`config.mk`:
```
export PLATFORM = sky130hd
export DESIGN_NAME = pc_branch_unit
export DESIGN_NICKNAME = d
export VERILOG_FILES = /design/src/rtl/pc_branch_unit.sv
export SDC_FILE = /design/constraint.sdc
export NUM_CORES = 1
export LEC_CHECK = 0
export ABC_AREA = 1
export ABC_CLOCK_PERIOD_IN_PS = 3750
export BUFFER_PORTS_ARGS = -buffer_cell sky130_fd_sc_hd__buf_2
export CAP_MARGIN = 20
export CORE_ASPECT_RATIO = 0.75
export CORE_UTILIZATION = 35
export DETAILED_ROUTE_END_ITERATION = 8
export SLEW_MARGIN = 30
export SYNTH_ARGS = -nofsm -noshare
export SYNTH_HDL_FRONTEND = slang
export SYNTH_SLANG_ARGS = --single-unit
```
`constraint.sdc`:
```
create_clock -name clk -period 3.75 [get_ports clk]
set_input_delay 0.5625 -clock clk [delete_from_list [all_inputs] [get_ports clk]]
set_output_delay 0.5625 -clock clk [all_outputs]
set_load 0.1 [all_outputs]
```
`src/rtl/pc_branch_unit.sv`:
```
// ============================================================================
//  Module   : pc_branch_unit
//  Purpose  : Fetch PC, architectural Z/N flags, branch resolution and
//             post-branch flush sequencing for the MIPS8 core.
//  Revision : 1.0  initial release
// ============================================================================
`default_nettype none

module pc_branch_unit #(
    parameter int PC_WIDTH     = 8,
    parameter int FLUSH_CYCLES = 2
) (
    input  logic                clk,
    input  logic                rst,
    input  logic                stall,
    input  logic                flags_write,
    input  logic                alu_zero,
    input  logic                alu_neg,
    input  logic                is_jz,
    input  logic                is_jnz,
    input  logic                is_jg,
    input  logic                is_jl,
    input  logic                is_jump,
    input  logic [PC_WIDTH-1:0] target,
    output logic [PC_WIDTH-1:0] pc,
    output logic                flush,
    output logic                taken,
    output logic                flag_z,
    output logic                flag_n
);

    localparam logic [2:0]          C_FLUSH_INIT = 3'(FLUSH_CYCLES);
    localparam logic [PC_WIDTH-1:0] C_PC_ONE     = PC_WIDTH'(1);

    typedef enum logic [0:0] {
        ST_RUN   = 1'b0,
        ST_FLUSH = 1'b1
    } state_t;

    state_t              r_state, w_state_nxt;
    logic [PC_WIDTH-1:0] r_pc, w_pc_nxt;
    logic [2:0]          r_fcnt, w_fcnt_nxt;
    logic                r_flush, w_flush_nxt;
    logic                r_taken, w_taken_nxt;
    logic                r_flag_z, w_flag_z_nxt;
    logic                r_flag_n, w_flag_n_nxt;
    logic                w_cond;

    // Only the highest-priority strobe is evaluated if several are (illegally) high.
    always_comb begin
        w_cond = 1'b0;
        if (is_jump)     w_cond = 1'b1;
        else if (is_jz)  w_cond = r_flag_z;
        else if (is_jnz) w_cond = ~r_flag_z;
        else if (is_jg)  w_cond = ~r_flag_z & ~r_flag_n;
        else if (is_jl)  w_cond = r_flag_n;
    end

    always_comb begin
        w_state_nxt  = r_state;
        w_pc_nxt     = r_pc;
        w_fcnt_nxt   = r_fcnt;
        w_flush_nxt  = r_flush;
        w_taken_nxt  = 1'b0;
        w_flag_z_nxt = r_flag_z;
        w_flag_n_nxt = r_flag_n;
        if (!stall) begin
            case (r_state)
                ST_RUN: begin
                    if (flags_write) begin
                        w_flag_z_nxt = alu_zero;
                        w_flag_n_nxt = alu_neg;
                    end
                    if (w_cond) begin
                        w_pc_nxt    = target;
                        w_taken_nxt = 1'b1;
                        if (FLUSH_CYCLES > 0) begin
                            w_state_nxt = ST_FLUSH;
                            w_fcnt_nxt  = C_FLUSH_INIT;
                            w_flush_nxt = 1'b1;
                        end
                    end else begin
                        w_pc_nxt = r_pc + C_PC_ONE;
                    end
                end
                ST_FLUSH: begin
                    // Strobes and flag writes here belong to squashed instructions.
                    w_pc_nxt   = r_pc + C_PC_ONE;
                    w_fcnt_nxt = r_fcnt - 3'd1;
                    if (r_fcnt == 3'd1) begin
                        w_state_nxt = ST_RUN;
                        w_flush_nxt = 1'b0;
                    end
                end
                default: begin
                    w_state_nxt = ST_RUN;
                    w_flush_nxt = 1'b0;
                end
            endcase
        end
    end

    always_ff @(posedge clk) begin
        if (rst) begin
            r_state  <= ST_RUN;
            r_pc     <= '0;
            r_fcnt   <= 3'd0;
            r_flush  <= 1'b0;
            r_taken  <= 1'b0;
            r_flag_z <= 1'b0;
            r_flag_n <= 1'b0;
        end else begin
            r_state  <= w_state_nxt;
            r_pc     <= w_pc_nxt;
            r_fcnt   <= w_fcnt_nxt;
            r_flush  <= w_flush_nxt;
            r_taken  <= w_taken_nxt;
            r_flag_z <= w_flag_z_nxt;
            r_flag_n <= w_flag_n_nxt;
        end
    end

    assign pc     = r_pc;
    assign flush  = r_flush;
    assign taken  = r_taken;
    assign flag_z = r_flag_z;
    assign flag_n = r_flag_n;

endmodule

`default_nettype wire

```
* Word level (Yosys, flattened, before mapping)
Cells that the tools add are included. W data, S select, Z words.
Storage, ports and cells: bits in registers 16, input bits 19, output and inout bits 12, logic and storage cells 36
Cells by class: add/subtract/negate cells 2, equal/unequal tests 3, mux-type cells 15, bitwise gates (word level) 5, reduce and logical (&&, ||, !) cells 4
Operators by type and width (number):
- $pmux W8 S2 | 1
- $mux W1 | 9
- $add A8 B1 Y8 const B | 1
- $mux W8 | 1
- $pmux W3 S2 | 1
- $reduce_and A3 Y1 | 2
- $not A1 Y1 | 4
- $pmux W1 S2 | 2
- $eq A3 B1 Y1 const B | 1
- $mux W3 | 1
- $reduce_or A3 Y1 | 1
- $sub A3 B1 Y3 const B | 1
- $ne A2 B1 Y1 const B | 1
- $ne A2 B2 Y1 const B | 1
- $reduce_and A2 Y1 | 1
- $and A1 B1 Y1 | 1

* Longest topological paths before layout
Gate-level depths: netlist of the first run.
depth after elaboration 8, depth in mapped cells 11, depth with buffers taken out 11

* Least setup slack after synthesis of the first run
Ideal clock, no wire load.
kind reg-to-reg, start reg r_pc[0] (netlist: pc[0]), end reg r_pc[6] (netlist: pc[6]), setup time 109 ps, arrival time 2005 ps, data required time 3641 ps, setup slack 1636 ps, stages on the path, launching flop included 9, path buffers 0, clock period less this slack 2114 ps, path through dfxtp_1 -> ha_1 -> nand3_1 -> nand3b_1 -> xor2_1 -> nand2_1 -> nand3_1 -> nand2_1 -> inv_1
On the way: cells in the longest elaborated chain, start to end 3
Ends and longest elaborated chain:
- start: declaration | RTL line 41 | logic [PC_WIDTH-1:0] r_pc, w_pc_nxt;
- start signal: assignment | RTL line 114 | r_pc <= w_pc_nxt;
- $add A8 B1 Y8 * | RTL line 83, 88
- $mux W8 | RTL line 74 | if (w_cond) begin
- $pmux W8 S2 * | RTL line 68 | case (r_state)
Every way passes the cells marked *; elsewhere a longest branch is shown, timed or not. A chain may end at the register's enable or synchronous reset.

* Worst setup path in the final report of the first run
start reg r_pc[4] (netlist: pc[4]), end out pc[4]
RTL lines:
- end: declaration | RTL line 25 | output logic [PC_WIDTH-1:0] pc,
No word-level cell between the ends.

==> results of run 1 <==
==> routing by layer <==
| metal | track usage | vias up |
|---|---|---|
| met3 | 0.0562 | 5 |
| met4 | 0.0273 | 0 |
| met1 | 0.235 | 375 |
| met5 | 0 | - |
| li1 | - | 490 |
| met2 | 0.231 | 24 |
==> path summary, 6_finish.rpt <==
check                      from                 end  slack, ns
max          pc[4]$_SDFFE_PP0N_               pc[4]       1.97
min          flush$_SDFFE_PP0P_  flush$_SDFFE_PP0P_       0.46
max reg2reg  pc[0]$_SDFFE_PP0N_  pc[6]$_SDFFE_PP0N_       2.36
min reg2reg  flush$_SDFFE_PP0P_  flush$_SDFFE_PP0P_       0.46
==> placed cells by master (no fill, tap or decap), types with 2 or more instances in the layout <==
| cell | count |
|---|---|
| o21ai_1 | 7 |
| nand2_2 | 3 |
| nor2_1 | 6 |
| nand2_4 | 2 |
| nand3_1 | 16 |
| nand2_1 | 25 |
| dfxtp_1 | 16 |
| xor2_1 | 5 |
| o21ai_0 | 6 |
| inv_1 | 14 |
| clkbuf_4 | 3 |
| inv_2 | 4 |
| a21oi_1 | 13 |
| buf_2 | 30 |
| ha_1 | 3 |
==> per-stage QoR <==
| step | std cells | util | area (sq um) |
|---|---|---|---|
| 6_report | 195 | 0.469 | 1120 |
| 5_1_grt | 195 | 0.469 | 1120 |
| 4_1_cts | 195 | 0.469 | 1120 |
| 3_5_place_dp | 192 | 0.460 | 1100 |
| 3_3_place_gp | 192 | 0.460 | 1100 |
| 2_1_floorplan | 130 | - | 912 |
==> report_power, final <==
part           internal [mW]  switching [mW]  total [mW]
clock                 0.0374          0.0542      0.0916
sequential             0.185          0.0159       0.201
combinational         0.0424           0.136       0.178
==> synth_stat cells <==
| library cell | count |
|---|---|
| a21oi_1 | 13 |
| a21oi_2 | 1 |
| buf_2 | 1 |
| clkbuf_1 | 1 |
| dfxtp_1 | 16 |
| ha_1 | 3 |
| inv_1 | 14 |
| inv_2 | 4 |
| nand2_1 | 25 |
| nand2_2 | 3 |
| nand2_4 | 2 |
| nand3_1 | 16 |
| nand3_2 | 1 |
| nand3b_1 | 1 |
| nand4_1 | 1 |
| nor2_1 | 6 |
| nor2_2 | 1 |
| nor3_2 | 1 |
| o21ai_0 | 6 |
| o21ai_1 | 7 |
| o21ai_2 | 1 |
| xnor2_1 | 1 |
| xor2_1 | 5 |
==> worst min-delay path, cell delays in order, from the launching register on <==
cell,delay (ns)
dfxtp_1,0.32
nand2_1,0.06
a21oi_1,0.05
==> flip-flops by register name, summed over array words and instances, names as in the netlist <==
| name | flops |
|---|---|
| pc | 8 |
| flag_z | 1 |
| flag_n | 1 |
| r_fcnt | 3 |
| taken | 1 |
| flush | 1 |
| r_state | 1 |
==> cell families after synthesis <==
group / after synthesis / synth area share
DFF: 16 / 0.351
adders and majority gates: 3 / 0.0412
AOI/OAI and AO/OA: 28 / 0.162
buffers and inverters: 20 / 0.0837
and+or+nand+nor: 57 / 0.305
xor gates and xnor gates: 6 / 0.0576
==> layout make-up <==
type                    count  share of cell area
clock buffers               3              0.0201
inverters                  18              0.0604
multi-input cells          94               0.461
flip-flops and latches     16               0.286
well taps                  34              0.0380
repair buffers             30               0.134
==> metrics.md, run 1 <==
| Metric | Value |
|---|---|
| FF+latch count, synth | 16 |
| Worst path buffer plus inverter count | 1 |
| Worst Path Arrival | 1.22 ns |
| Share of the synthesized area in the top cell type | 0.351 |
| Nature of the critical path endpoint | primary output |
| Total number of vias | 894 |
| Worst-path clk slew | 0.09 ns |
| Final hold slack | 0.458 ns |
| Max-cap viol count | 0 |
| Synth area leader | dfxtp_1 |
| Min Tclk post-route | 1.78 ns |
| DIE AREA | 0.00282 sq mm |
| Crit-path cells | buf_2 |
| Design Power | 0.470 mW |
| Biggest cell delay along the critical path | 0.47 ns |
| RSZ-0062 raised after global routing | no |
| # H-tree levels | 1 |
| Post-route setup TNS | 0 ns |
| Area growth syn-to-layout | 22.6% |
| Setup crit start kind | register |
| GRT Total Usage | 0.162 |
| CORE AREA | 0.00238 sq mm |
| Final Hold Vio Count | 0 |
| Synth top area cells | dfxtp_1, nand2_1, nand3_1 |
| Wire per inst | 10.6 um |
| Starting Density | 0.383 |
| Routed WL | 2070 um |
| Wl on met1 | 1130 um |
| Fill cells | 254 |
| Worst VDD drop | 244 uV |
| Cts hold-fix bufs | 0 |
| Slew Viols, Final | 0 |
| Rows | 15 |
| CTS tree | built |
| Clock tree sinks | 16 |
| Initial antenna violation count | 0 |
| Pleak | 0.547 nW |
| Worst EP required | 3.19 ns |
| Slew HR | 0.679 |
| Skew-Pair Late Insertion Delay | 0.29 ns |
| Slowest cell on crit path | buf_2 |
| Register area | 320 sq um |
| Diodes inserted | 0 |
| Top-level port count | 31 |
| Top delay family on crit path | buffers and inverters |
| Post-DP HPWL | 1590 um |
| PortBufs | 30 |
| Type of the tightest min-delay check | reg -> reg |
| DR pass1 iterations | 4 |
| Postcts setup bufs | 0 |
| Critical path type | reg -> out |
| Vias per inst | 4.58 |
| Die X-Extent | 60.9 um |
| DRC Markers | 0 |
| DR top layer | met4 |
| Area of the multi-input gates | 515 sq um |
| CP Max Fanout | 6 |
| Vias in the first global route | 734 |
| Status | complete, no violations |
| Cell depth of the worst setup path | 1 |
| ANT nets after route | 0 |
| Metal3 WL | 139 um |
| Hold Path Depth | 2 |
| Setup Skew | 0.00406 ns |
| NumNets Final | 185 |
| Iteration-0 DRC Markers | 27 |
| Global-route wire length before repair | 3310 um |
| Synth Instances | 130 |
| Syn nets | 152 |
| Longest Clk Path Bufs | 2 |
| Syn avg cell area | 7.02 sq um |
| Metal2 WL | 779 um |
| Num CTS Buffers | 3 |
| CTS resizes | 0 |
| Final GP Congestion | 0.770 |
| Largest net degree at the start of global routing | 17 |
| Number of synthesis warnings | 0 |
| Fmax | 0.560 GHz |
| Cell Pwr Density | 420 mW/mm^2 |
| Die Height | 46.2 um |
| Seq/Total Area, Yosys | 0.351 |
| Layout cells sized above 1 | 0.292 |
| Synth cell types | 23 |
| Final setup fails | 0 |
| Fin worst setup slack | 1.97 ns |
| Pin slew with the least headroom to its limit | 0.485 ns |
| Mapped cell area | 912 sq um |
| Place WS | 2.21 ns |
| Final Cycle Share | 0.476 |
| Reg2reg path depth | 8 |
| Clock Tree Root | clkbuf_4 |
| Remaining global-route overflow | 0 |
No activity file was read; power rests on OpenSTA's default activity.
==> run 2, diff against run 1 <==
- ABC_AREA: 1 -> 0
- ABC_CLOCK_PERIOD_IN_PS: 3750 -> 1470
- clock period: 3.75 -> 1.47 ns (I/O delays scaled with it)
==> run 2 against run 1 <==
Against the previous run: the run now ends with negative setup slack left; sequential power rose to 2.5 times the previous value; area after synthesis did not move; routed wire length increased by 21%; utilization rose by 11 points; critical endpoint is now pc[7]$_SDFFE_PP0N_; largest cell class unchanged; highest routed layer unchanged.
==> metrics.md, run 2 <==
| Metric | Value |
|---|---|
| Placed cell area | 0.00122 sq mm (+11%) |
| Vias per inst | 5.15 (+12%) |
| Starting Density | 0.383 (unchanged) |
| Synth cell count leaders | dfxtp_1, nor2_1, mux2i_1 |
| Wire per inst | 13.7 um (+29%) |
| Final instance area | 0.00137 sq mm (+23%) |
| NumNets Final | 171 (-7.6%) |
| Post-DP HPWL | 1670 um (+5.3%) |
| Num CTS Buffers | 3 (unchanged) |
| Max reg flops | 8 (unchanged) |
| RSZ-0062 raised after global routing | yes |
| Type of the tightest min-delay check | in -> reg |
| Worst-path clk slew | 0.09 ns (about the same) |
| # H-tree levels | 1 (unchanged) |
| DR pass1 iterations | 4 (unchanged) |
| Iteration-0 DRC Markers | 42 (+56%) |
| Worst VDD drop | 513 uV (+110%) |
| Place WS | -0.197 ns (-2.40 ns) |
| Final Cycle Share | 1.12 |
| Top-level port count | 31 (unchanged) |
| Rows | 15 (unchanged) |
| Synth area leader | dfxtp_1 |
| Post-synthesis compound-gate area fraction | 0.247 (+0.0850) |
| Clock Tree Root | clkbuf_4 |
| Cell Pwr Density | 947 mW/mm^2 (+130%) |
| Die X-Extent | 60.9 um (unchanged) |
| Synth Area in Simple Gates | 0.226 (-0.0782) |
| Longest Clk Path Bufs | 2 (unchanged) |
| Largest family of logic cells by synthesized area | compound AO/OA/AOI/OAI gates |
| Max-cap viol count | 0 (unchanged) |
| DIE AREA | 0.00282 sq mm (unchanged) |
| Syn nets | 124 (-18%) |
| Synth cell types | 37 (+61%) |
| XOR/XNOR Fraction of Synth Area | 0 (-0.0576) |
| Pin slew with the least headroom to its limit | 0.489 ns (+0.00333 ns) |
| Final setup fails | 13 (+13) |
| Die Height | 46.2 um (unchanged) |
| Fin worst setup slack | -0.180 ns (-2.15 ns) |
| Global-route wire length before repair | 3780 um (+14%) |
| Synth top area cells | dfxtp_1, mux2i_1, nor2_1 |
| Worst Path Arrival | 1.87 ns (+0.65 ns) |
| Area growth syn-to-layout | 50.6% |
| DRC Markers | 0 (unchanged) |
| Adder-Cell Fraction of Synth Area | 0.0412 (unchanged) |
| Final GP Congestion | 0.734 (-4.8%) |
| Violated checks | negative setup slack |
| Min Tclk post-route | 1.65 ns |
| Nature of the critical path endpoint | register |
| Number of synthesis warnings | 0 (unchanged) |
| Vias in the first global route | 820 (+12%) |
| Skew-Pair Late Insertion Delay | 0.30 ns (about the same) |
| Remaining global-route overflow | 0 (unchanged) |
| FF+latch count, synth | 16 (unchanged) |
| Design Power | 1.30 mW (+180%) |
| ANT nets after route | 0 (unchanged) |
| Post-synth EDFFs | 0 (unchanged) |
| Mapped cell area | 912 sq um (unchanged) |
| CP Max Fanout | 4 (-2) |
| Seq/Total Area, Yosys | 0.351 (unchanged) |
| Post-synth ARST share | 0 (unchanged) |
| Slew Viols, Final | 0 (unchanged) |
| Commonest non-fill, non-tap cell in the layout | buf_2 |
| Final Hold Vio Count | 0 (unchanged) |
| Routed WL | 2500 um (+21%) |
| Initial antenna violation count | 0 (unchanged) |
| Diodes inserted | 0 (unchanged) |
| Total number of vias | 937 (+4.8%) |
| CTS tree | built |
| Status | finished with violations |
| Proportion of synthesized area in mux cells | 0.0892 (+0.0892) |
| Synth Instances | 102 (-22%) |
| Setup Skew | 0.00671 ns (+0.00265 ns) |
| Setup crit start kind | register |
| Largest net degree at the start of global routing | 20 (+3) |
| PortBufs | 30 (unchanged) |
| Primary FF master, synth | dfxtp_1 |
| Layout cells sized above 1 | 0.541 (+0.249) |
| Pleak | 0.606 nW (+11%) |
| Slew HR | 0.676 (-0.00220) |
| Clock tree sinks | 16 (unchanged) |
| Critical path type | reg -> reg |
| Cts hold-fix bufs | 0 (unchanged) |
| GRT Total Usage | 0.191 (+0.0289) |
| Syn avg cell area | 8.94 sq um (+27%) |
| Fmax | 0.606 GHz |
| Top-count cell post-synth | dfxtp_1 |
| Final hold slack | 0.162 ns (-0.296 ns) |
| End-of-flow core utilization | 0.576 (+0.107) |
| Share of the synthesized area in the top cell type | 0.351 (unchanged) |
| Worst EP required | 1.69 ns (-1.50 ns) |
| CORE AREA | 0.00238 sq mm (unchanged) |
| Most frequent cells in the layout | buf_2, nor2_1, buf_4 |
==> run 2: cell types whose count changed in the layout (fill, tap and decap cells not counted), moves of 8 or more <==
cell	previous run	this run
dfxtp_1	16	8
a21oi_1	13	3
nand3_1	16	4
buf_4	0	12
nand2_1	25	5
inv_1	14	4
==> run 2: worst paths after layout <==
check,startpoint,endpoint,slack [ns],depth (start not counted)
max,flag_z$_SDFFE_PP0P_,pc[7]$_SDFFE_PP0N_,-0.18,6
min,alu_neg,flag_n$_SDFFE_PP0P_,0.16,3
min reg2reg,flush$_SDFFE_PP0P_,flush$_SDFFE_PP0P_,0.48,2
max reg2reg,flag_z$_SDFFE_PP0P_,pc[7]$_SDFFE_PP0N_,-0.18,6
==> run 2: logic make-up (layout without fill, tap and decap cells) <==
family,Yosys count,in the layout
and+or+nand+nor,40,40
AOI/OAI and AO/OA,26,26
DFF,16,16
buffers and inverters,9,55
muxes,8,8
adders and majority gates,3,3
==> run 2: what timing repair did <==
item	in CTS	in global routing
endpoints found under the hold margin	0	0
gates resized for setup	3	10
pin swaps	4	9
cloned	0	0
endpoints found under the setup margin	12	14
setup buffers	3	2
==> run 2: layout make-up <==
class / count / area (sq um)
Timing Repair Buffer: 46 / 294
Tap cell: 34 / 42.5
Sequential cell: 16 / 345
Inverter: 5 / 18.8
Clock buffer: 4 / 36.3
Multi-Input combinational cell: 77 / 637
Fill cell: 221 / 1010
==> run 2: metal layers <==
metal / share of wire / GRT usage / up-vias
met5: 0 / 0 / -
li1: - / - / 470
met3: 0.044 / 0.0534 / 5
met1: 0.44 / 0.256 / 440
met4: 0.015 / 0.0682 / 0
met2: 0.50 / 0.292 / 22
==> run 2: report_power, final <==
part           total, mW  internal (mW)  switching (mW)
Clock              0.299          0.151           0.147
Combinational      0.497          0.175           0.321
Sequential         0.506          0.466          0.0398
Total               1.30          0.793           0.509
==> run 2: worst max-delay path: stages, from the launching register on <==
cell      delay [ns]
dfxtp_4         0.39
mux2i_4         0.25
nand4b_4        0.15
buf_6           0.14
a311o_1         0.32
o2bb2a_4        0.22
o22ai_2         0.10
==> run 2: stage by stage <==
| step | setup TNS (ns) | instances |
|---|---|---|
| after floorplan | -1.49 | 102 |
| after global placement | -0.845 | 173 |
| after detailed placement | -1.34 | 173 |
| after CTS | -1.19 | 180 |
| after global routing | -2.17 | 182 |
| final | -1.38 | 182 |
